## src/rtl/coin_front_end_if.sv

```systemverilog
// Coin front-end bus: raw sensor levels in, cleaned coin codes and status out.
// slave  : the coin_front_end side (samples sensors, drives codes).
// master : the environment side (drives sensors, observes codes).
interface coin_front_end_if;
  logic       coin5_raw;
  logic       coin10_raw;
  logic [1:0] din;
  logic       coin_err;
  logic [2:0] pending;

  modport master (
    output coin5_raw,
    output coin10_raw,
    input  din,
    input  coin_err,
    input  pending
  );

  modport slave (
    input  coin5_raw,
    input  coin10_raw,
    output din,
    output coin_err,
    output pending
  );
endinterface

```

## src/rtl/coin_front_end.sv

```systemverilog
// coin_front_end: synchronizes and debounces two asynchronous coin sensors,
// queues accepted coins in arrival order and issues them to the vending FSM
// as single-cycle codes (2'b10 = 5-unit, 2'b11 = 10-unit), each followed by
// MIN_GAP idle cycles and one IDLE pop cycle.
//
// Build option COIN_FIFO_QUEUE_EN:
//   defined   - 4-entry coin FIFO, pending 0..4
//   undefined - single holding register, pending 0..1
module coin_front_end #(
  parameter int unsigned DEB_CYCLES = 4,  // 1..255
  parameter int unsigned MIN_GAP    = 2   // 1..15
) (
  input  logic             clock,
  input  logic             rst,
  coin_front_end_if.slave  bus
);

  localparam logic [1:0] ST_IDLE = 2'd0;
  localparam logic [1:0] ST_EMIT = 2'd1;
  localparam logic [1:0] ST_GAP  = 2'd2;

  localparam logic [7:0] DEB_LIMIT = 8'(DEB_CYCLES);
  localparam logic [3:0] GAP_LOAD  = 4'(MIN_GAP - 1);

  // Channel 0 is the 5-unit sensor, channel 1 the 10-unit sensor.
  logic [1:0] raw;
  logic [1:0] rise;

  logic       pop;
  logic       q_empty;
  logic       head_type;   // 1 = 10-unit coin at the queue head
  logic       acc10;
  logic       acc5;
  logic       drop;
  logic [2:0] pending;

  logic [1:0] state;
  logic [3:0] gap_cnt;
  logic [1:0] din_q;
  logic       coin_err_q;

  assign raw = {bus.coin10_raw, bus.coin5_raw};

  // ------------------------------------------------------------------------
  // Per-channel synchronizer and debounce
  // ------------------------------------------------------------------------
  for (genvar g = 0; g < 2; g++) begin : g_chan
    logic       meta;
    logic       sync;
    logic       stable;
    logic       rise_q;
    logic [7:0] cnt;

    // Two-flop synchronizer, then count mismatch cycles until the stable
    // level flips; a 0->1 flip produces a one-cycle rise pulse.
    always_ff @(posedge clock or negedge rst) begin
      if (!rst) begin
        meta   <= 1'b0;
        sync   <= 1'b0;
        stable <= 1'b0;
        rise_q <= 1'b0;
        cnt    <= '0;
      end else begin
        // NOTE: non-blocking assignments here so every flop samples the
        // pre-edge value of its neighbour (meta -> sync is a real 2-stage chain).
        meta   <= raw[g];
        sync   <= meta;
        rise_q <= 1'b0;
        if (cnt == DEB_LIMIT) begin
          stable <= ~stable;
          rise_q <= ~stable;
          cnt    <= '0;
        end else if (sync != stable) begin
          cnt <= cnt + 8'd1;
        end else begin
          cnt <= '0;
        end
      end
    end

    assign rise[g] = rise_q;
  end

  // The sequencer pops only from IDLE when something is waiting.
  assign pop = (state == ST_IDLE) && !q_empty;

  // ------------------------------------------------------------------------
  // Coin queue
  // ------------------------------------------------------------------------
`ifdef COIN_FIFO_QUEUE_EN
  logic       mem [4];
  logic [1:0] rd_ptr;
  logic [1:0] wr_ptr;
  logic [2:0] count;
  logic [2:0] free;

  assign q_empty   = (count == 3'd0);
  assign head_type = mem[rd_ptr];
  assign wr_ptr    = rd_ptr + count[1:0];
  assign pending   = count;

  // Slots available this cycle, counting the one freed by a pop; the
  // 10-unit coin claims a slot first so it survives a shortage.
  always_comb begin
    // NOTE: defaults first so every path assigns every output; otherwise
    // synthesis would infer latches for the unassigned cases.
    free  = 3'd4 - count + {2'b00, pop};
    acc10 = 1'b0;
    acc5  = 1'b0;
    if (rise[1] && (free != 3'd0)) acc10 = 1'b1;
    if (rise[0] && (free > {2'b00, acc10})) acc5 = 1'b1;
  end

  // Coin-type storage; 10 is written before 5 when both arrive together.
  // NOTE: the storage array has no reset; clearing count and rd_ptr
  // discards its contents, and leaving it unreset keeps it plain RAM/flops.
  always_ff @(posedge clock) begin
    if (acc10) mem[wr_ptr] <= 1'b1;
    if (acc5)  mem[wr_ptr + {1'b0, acc10}] <= 1'b0;
  end

  // Read pointer and occupancy.
  always_ff @(posedge clock or negedge rst) begin
    if (!rst) begin
      rd_ptr <= '0;
      count  <= '0;
    end else begin
      rd_ptr <= rd_ptr + {1'b0, pop};
      count  <= count - {2'b00, pop} + {2'b00, acc10} + {2'b00, acc5};
    end
  end
`else
  logic hold_valid;
  logic hold_type;
  logic hold_free;

  assign q_empty   = !hold_valid;
  assign head_type = hold_type;
  assign pending   = {2'b00, hold_valid};

  // The holding register takes at most one coin per cycle, 10 first.
  always_comb begin
    hold_free = !hold_valid || pop;
    acc10     = rise[1] && hold_free;
    acc5      = rise[0] && hold_free && !rise[1];
  end

  // Single-entry holding register.
  always_ff @(posedge clock or negedge rst) begin
    if (!rst) begin
      hold_valid <= 1'b0;
      hold_type  <= 1'b0;
    end else if (acc10 || acc5) begin
      hold_valid <= 1'b1;
      hold_type  <= acc10;
    end else if (pop) begin
      hold_valid <= 1'b0;
    end
  end
`endif

  // Any rising event that found no room is a drop.
  assign drop = (rise[1] && !acc10) || (rise[0] && !acc5);

  // Drop flag, aligned with the attempted push.
  always_ff @(posedge clock or negedge rst) begin
    if (!rst) coin_err_q <= 1'b0;
    else      coin_err_q <= drop;
  end

  // ------------------------------------------------------------------------
  // Sequencer: IDLE pop -> EMIT (code out) -> GAP (MIN_GAP zero cycles)
  // ------------------------------------------------------------------------
  // Registered code output with guaranteed idle spacing between coins.
  always_ff @(posedge clock or negedge rst) begin
    if (!rst) begin
      state   <= ST_IDLE;
      gap_cnt <= '0;
      din_q   <= 2'b00;
    end else begin
      case (state)
        ST_IDLE: begin
          if (pop) begin
            din_q <= {1'b1, head_type};
            state <= ST_EMIT;
          end else begin
            din_q <= 2'b00;
          end
        end
        ST_EMIT: begin
          din_q   <= 2'b00;
          gap_cnt <= GAP_LOAD;
          state   <= ST_GAP;
        end
        ST_GAP: begin
          din_q <= 2'b00;
          if (gap_cnt == 4'd0) state <= ST_IDLE;
          else                 gap_cnt <= gap_cnt - 4'd1;
        end
        default: begin
          din_q <= 2'b00;
          state <= ST_IDLE;
        end
      endcase
    end
  end

  assign bus.din      = din_q;
  assign bus.coin_err = coin_err_q;
  assign bus.pending  = pending;

endmodule

```

## src/flat_wrapper.sv

```systemverilog
// flat-port wrapper written by rule: the top's interface ports become plain ports
module coin_front_end_flat 
#(
  parameter int unsigned DEB_CYCLES = 4,           
  parameter int unsigned MIN_GAP    = 2           
)
  (clock, rst, bus_coin5_raw, bus_coin10_raw, bus_din, bus_coin_err, bus_pending);
  coin_front_end_if bus_i ();
  input  logic clock;
  input  logic rst;
  input wire logic [$bits(bus_i.coin5_raw)-1:0] bus_coin5_raw;
  input wire logic [$bits(bus_i.coin10_raw)-1:0] bus_coin10_raw;
  output wire logic [$bits(bus_i.din)-1:0] bus_din;
  output wire logic [$bits(bus_i.coin_err)-1:0] bus_coin_err;
  output wire logic [$bits(bus_i.pending)-1:0] bus_pending;
  assign bus_i.coin5_raw = bus_coin5_raw;
  assign bus_i.coin10_raw = bus_coin10_raw;
  assign bus_din = bus_i.din;
  assign bus_coin_err = bus_i.coin_err;
  assign bus_pending = bus_i.pending;
  coin_front_end #(.DEB_CYCLES(DEB_CYCLES), .MIN_GAP(MIN_GAP)) u_core (.clock(clock), .rst(rst), .bus(bus_i));
endmodule
```

## config.mk

```make
export PLATFORM = sky130hd
export DESIGN_NAME = coin_front_end_flat
export DESIGN_NICKNAME = d
export VERILOG_FILES = /design/src/rtl/coin_front_end_if.sv /design/src/rtl/coin_front_end.sv /design/src/flat_wrapper.sv
export SDC_FILE = /design/constraint.sdc
export NUM_CORES = 1
export LEC_CHECK = 0
export ABC_AREA = 0
export CAP_MARGIN = 40
export CORE_UTILIZATION = 52
export DETAILED_ROUTE_END_ITERATION = 8
export GPL_ROUTABILITY_DRIVEN = 1
export PLACE_DENSITY_LB_ADDON = 0.1
export SYNTH_ARGS = -nofsm -noshare
export SYNTH_HDL_FRONTEND = slang
export SYNTH_SLANG_ARGS = --single-unit
```

## constraint.sdc

```tcl
create_clock -name clock -period 1.5 [get_ports clock]
set_clock_uncertainty 0.1 [all_clocks]
set_input_delay 0.3 -clock clock [delete_from_list [all_inputs] [get_ports clock]]
set_output_delay 0.3 -clock clock [all_outputs]
set_load 0.02 [all_outputs]
```

==> flow_metrics.env, run 1 <==
export IMPL_pwr_share_seq_pct=45.2
export IMPL_io_buffers=7
export IMPL_drt_iter0_drc=53
export IMPL_wl_per_cell_um=13.5
export IMPL_die_h_um=57.2
export IMPL_power_density_nw_per_um2=1540
export IMPL_drive_gt1_share_pct=20.3
export IMPL_worst_endpoint_required_ns=1.61
export IMPL_num_antenna_cells=0
export IMPL_routed_wl_mm=2.74
export IMPL_layout_commonest_cell="dfrtp_1"
export IMPL_die_w_um=57.2
export IMPL_clkTransAtPathRegs_ns=0.11
export IMPL_setup_tns_ns=0
export IMPL_dieArea_um2=3280
export IMPL_fin_ws_ns=0.0406
export IMPL_synth_distinct_cells=40
export IMPL_async_reset_ff_share_pct=100
export IMPL_nets=180
export IMPL_synthCells=151
export IMPL_syn_mean_instance_area_um2=10.5
export IMPL_combPwrFrac_pct=30.6
export IMPL_seq_area_frac_synth_pct=55.2
export IMPL_slew_viol_final=0
export IMPL_crit_path_start_kind="flip-flop"
export IMPL_clockBufferDepth=2
export IMPL_firstDrtPassIters=6
export IMPL_ant_nets=0
export IMPL_finalPower_mw=2.91
export IMPL_hpwl_mm=1.87
export IMPL_fmax_mhz=685
export IMPL_grt_max_degree=36
export IMPL_ys_ff_latch=35
export IMPL_grt_first_pass_wirelength_mm=4.66
export IMPL_hold_viol=0
export IMPL_num_rows=19
export IMPL_worstPathArrival_ns=1.57
export IMPL_synth_edf_count=0
export IMPL_crit_start="u_core.gap_cnt[1]"
export IMPL_cts_hold_buf=0
export IMPL_grt_pass1_vias=1109
export IMPL_status="finished with violations"
export IMPL_peakVddDrop_mv=0.954
export IMPL_holdWs_ns=0.225
export IMPL_p_clk_share_pct=24.2
export IMPL_final_cell_mix="34 x dfrtp_1, 11 x nand2_1, 10 x inv_1, 10 x o21ai_0, 10 x nor2_1"
export IMPL_clock_root_buffer="clkbuf_4"
export IMPL_grtUsageTotal_pct=18.8
export IMPL_placed_area_um2=1740
export IMPL_grt_ovfl_total=0
export IMPL_yosys_warnings=0
export IMPL_crit_type="flip-flop to flip-flop"
export IMPL_antenna_found_initial=0
export IMPL_fin_crit_sh_pct=97.3
export IMPL_synthToLayoutAreaGrowth_pct=18.9
export IMPL_clk_latency_ns=0.33
export IMPL_dp_cells=192
export IMPL_cp_max_fo=4
export IMPL_cap_violations=0
export IMPL_fin_cells=203
export IMPL_p_switching_mw=0.947
export IMPL_finalCriticalPeriod_ns=1.46
export IMPL_hp_class="input pin to asynchronous set/reset pin"
export IMPL_cts_sinks=35
export IMPL_drc=2
export IMPL_finalInstanceArea_um2=1890
export IMPL_ios=10
export IMPL_core_um2=2830
export IMPL_p_leak_nw=0.842
export IMPL_p_int_mw=1.96
export IMPL_setup_viol=0
export IMPL_timing_rr_start="u_core.gap_cnt[1]"
export IMPL_viasPerCell=5.66
export IMPL_syn_area_um2=1590
export IMPL_gp_congestion=0.771
export IMPL_synth_ff_type="dfrtp_1"
export IMPL_initial_core_util_pct=56.1
export IMPL_r2r_slack_ns=0.04
export IMPL_cts_inserted_buffers=5
export IMPL_place_ws_ns=-0.0121
export IMPL_h_tree_depth=2
export IMPL_vias=1148
export IMPL_violations="DRC"
export IMPL_cts_tree="done"
export IMPL_swShare_pct=32.6
export IMPL_final_util_pct=66.7
export IMPL_crit_path_end_kind="flip-flop"
cell type report:
type                       count  area [um^2]
tap                           31         38.8
sequential                    35          877
timing repair buffer          16          146
inverter                      12         45.0
multi-input combinational    101          693
fill                         236          942
clock buffer                   6         51.3
clock inverter                 2         35.0
registers in the layout, summed over array words and instances, names as in the netlist:
register,cells
u_core.gap_cnt,4
u_core.head_type,1
u_core.g_chan.stable,2
u_core.g_chan.meta,2
u_core.hold_valid,1
u_core.state,2
u_core.g_chan.cnt,16
u_core.g_chan.rise_q,2
u_core.g_chan.sync,2
u_core.bus.coin_err,1
u_core.bus.din,2
synth_stat cells, drive strengths merged, types with 2 or more instances:
library cell	count	area [um^2]
ha	5	62.6
or3	5	32.5
dfrtp	35	876
o22ai	3	18.8
a2bb2oi	2	17.5
nor2	10	37.5
o21ai	10	50.1
xor2	4	35.0
nand2	12	47.6
buf	3	22.5
nor3b	4	30.0
a21oi	8	43.8
xnor2	4	35.0
nor4	2	18.8
inv	12	45.0
nor2b	3	18.8
nand3	9	45.0
nand4	2	12.5
timing repair:
action	in CTS	in global routing
setup buffers	1	2
setup endpoints to repair	6	18
resized for setup	5	11
power groups by stage:
stage | Combinational [mW] | Sequential [mW] | Clock [mW]
2_1_floorplan | 0.574 | 1.30 | 0
3_3_place_gp | 0.789 | 1.31 | 0
3_5_place_dp | 0.833 | 1.32 | 0
4_1_cts | 0.864 | 1.30 | 0.718
5_1_grt | 1.00 | 1.34 | 0.756
6_report | 0.891 | 1.31 | 0.703
metal layers:
layer | vias up | routed length (um) | global-route usage (%)
met4 | 0 | 34 | 8.71
li1 | 562 | - | -
met5 | - | 0 | 0
met2 | 35 | 1360 | 29.2
met1 | 546 | 1230 | 24.7
met3 | 5 | 117 | 5.22
worst max-delay path, stage by stage, from the launching register on:
cell	delay (ns)
dfrtp_1	0.42
inv_2	0.09
ha_4	0.14
or3b_4	0.37
a2bb2oi_1	0.13
o22ai_1	0.09
final timing paths:
path / endpoint / cells past startpoint
max in group asynchronous: u_core.g_chan[0].cnt[0] / 2
min in group clock: u_core.g_chan[0].sync / 0
worst max-delay path: u_core.gap_cnt[1] / 5
worst max register to register: u_core.gap_cnt[1] / 5
worst min register to register: u_core.g_chan[0].sync / 0
worst min-delay path: u_core.g_chan[0].cnt[5] / 2
logic make-up after synthesis:
kind of cell	share of synthesized area (%)
AOI/OAI and AO/OA	12.7
xor gates and xnor gates	4.42
adders and majority gates	3.94
buffers and inverters	4.49
DFF	55.2
other	0.236
and+or+nand+nor	19.0
(Power assumes the default switching activity.)
==> inputs of run 2 (changes only) <==
--- a/config.mk
+++ b/config.mk
@@ -10,6 +10,7 @@
 export CORE_UTILIZATION = 52
 export DETAILED_ROUTE_END_ITERATION = 8
 export GPL_ROUTABILITY_DRIVEN = 1
+export GPL_TIMING_DRIVEN = 1
 export PLACE_DENSITY_LB_ADDON = 0.1
 export SYNTH_ARGS = -nofsm -noshare
 export SYNTH_HDL_FRONTEND = slang
==> results of run 2 <==
No change in the layout: final DEF, timing and power equal those of run 1.
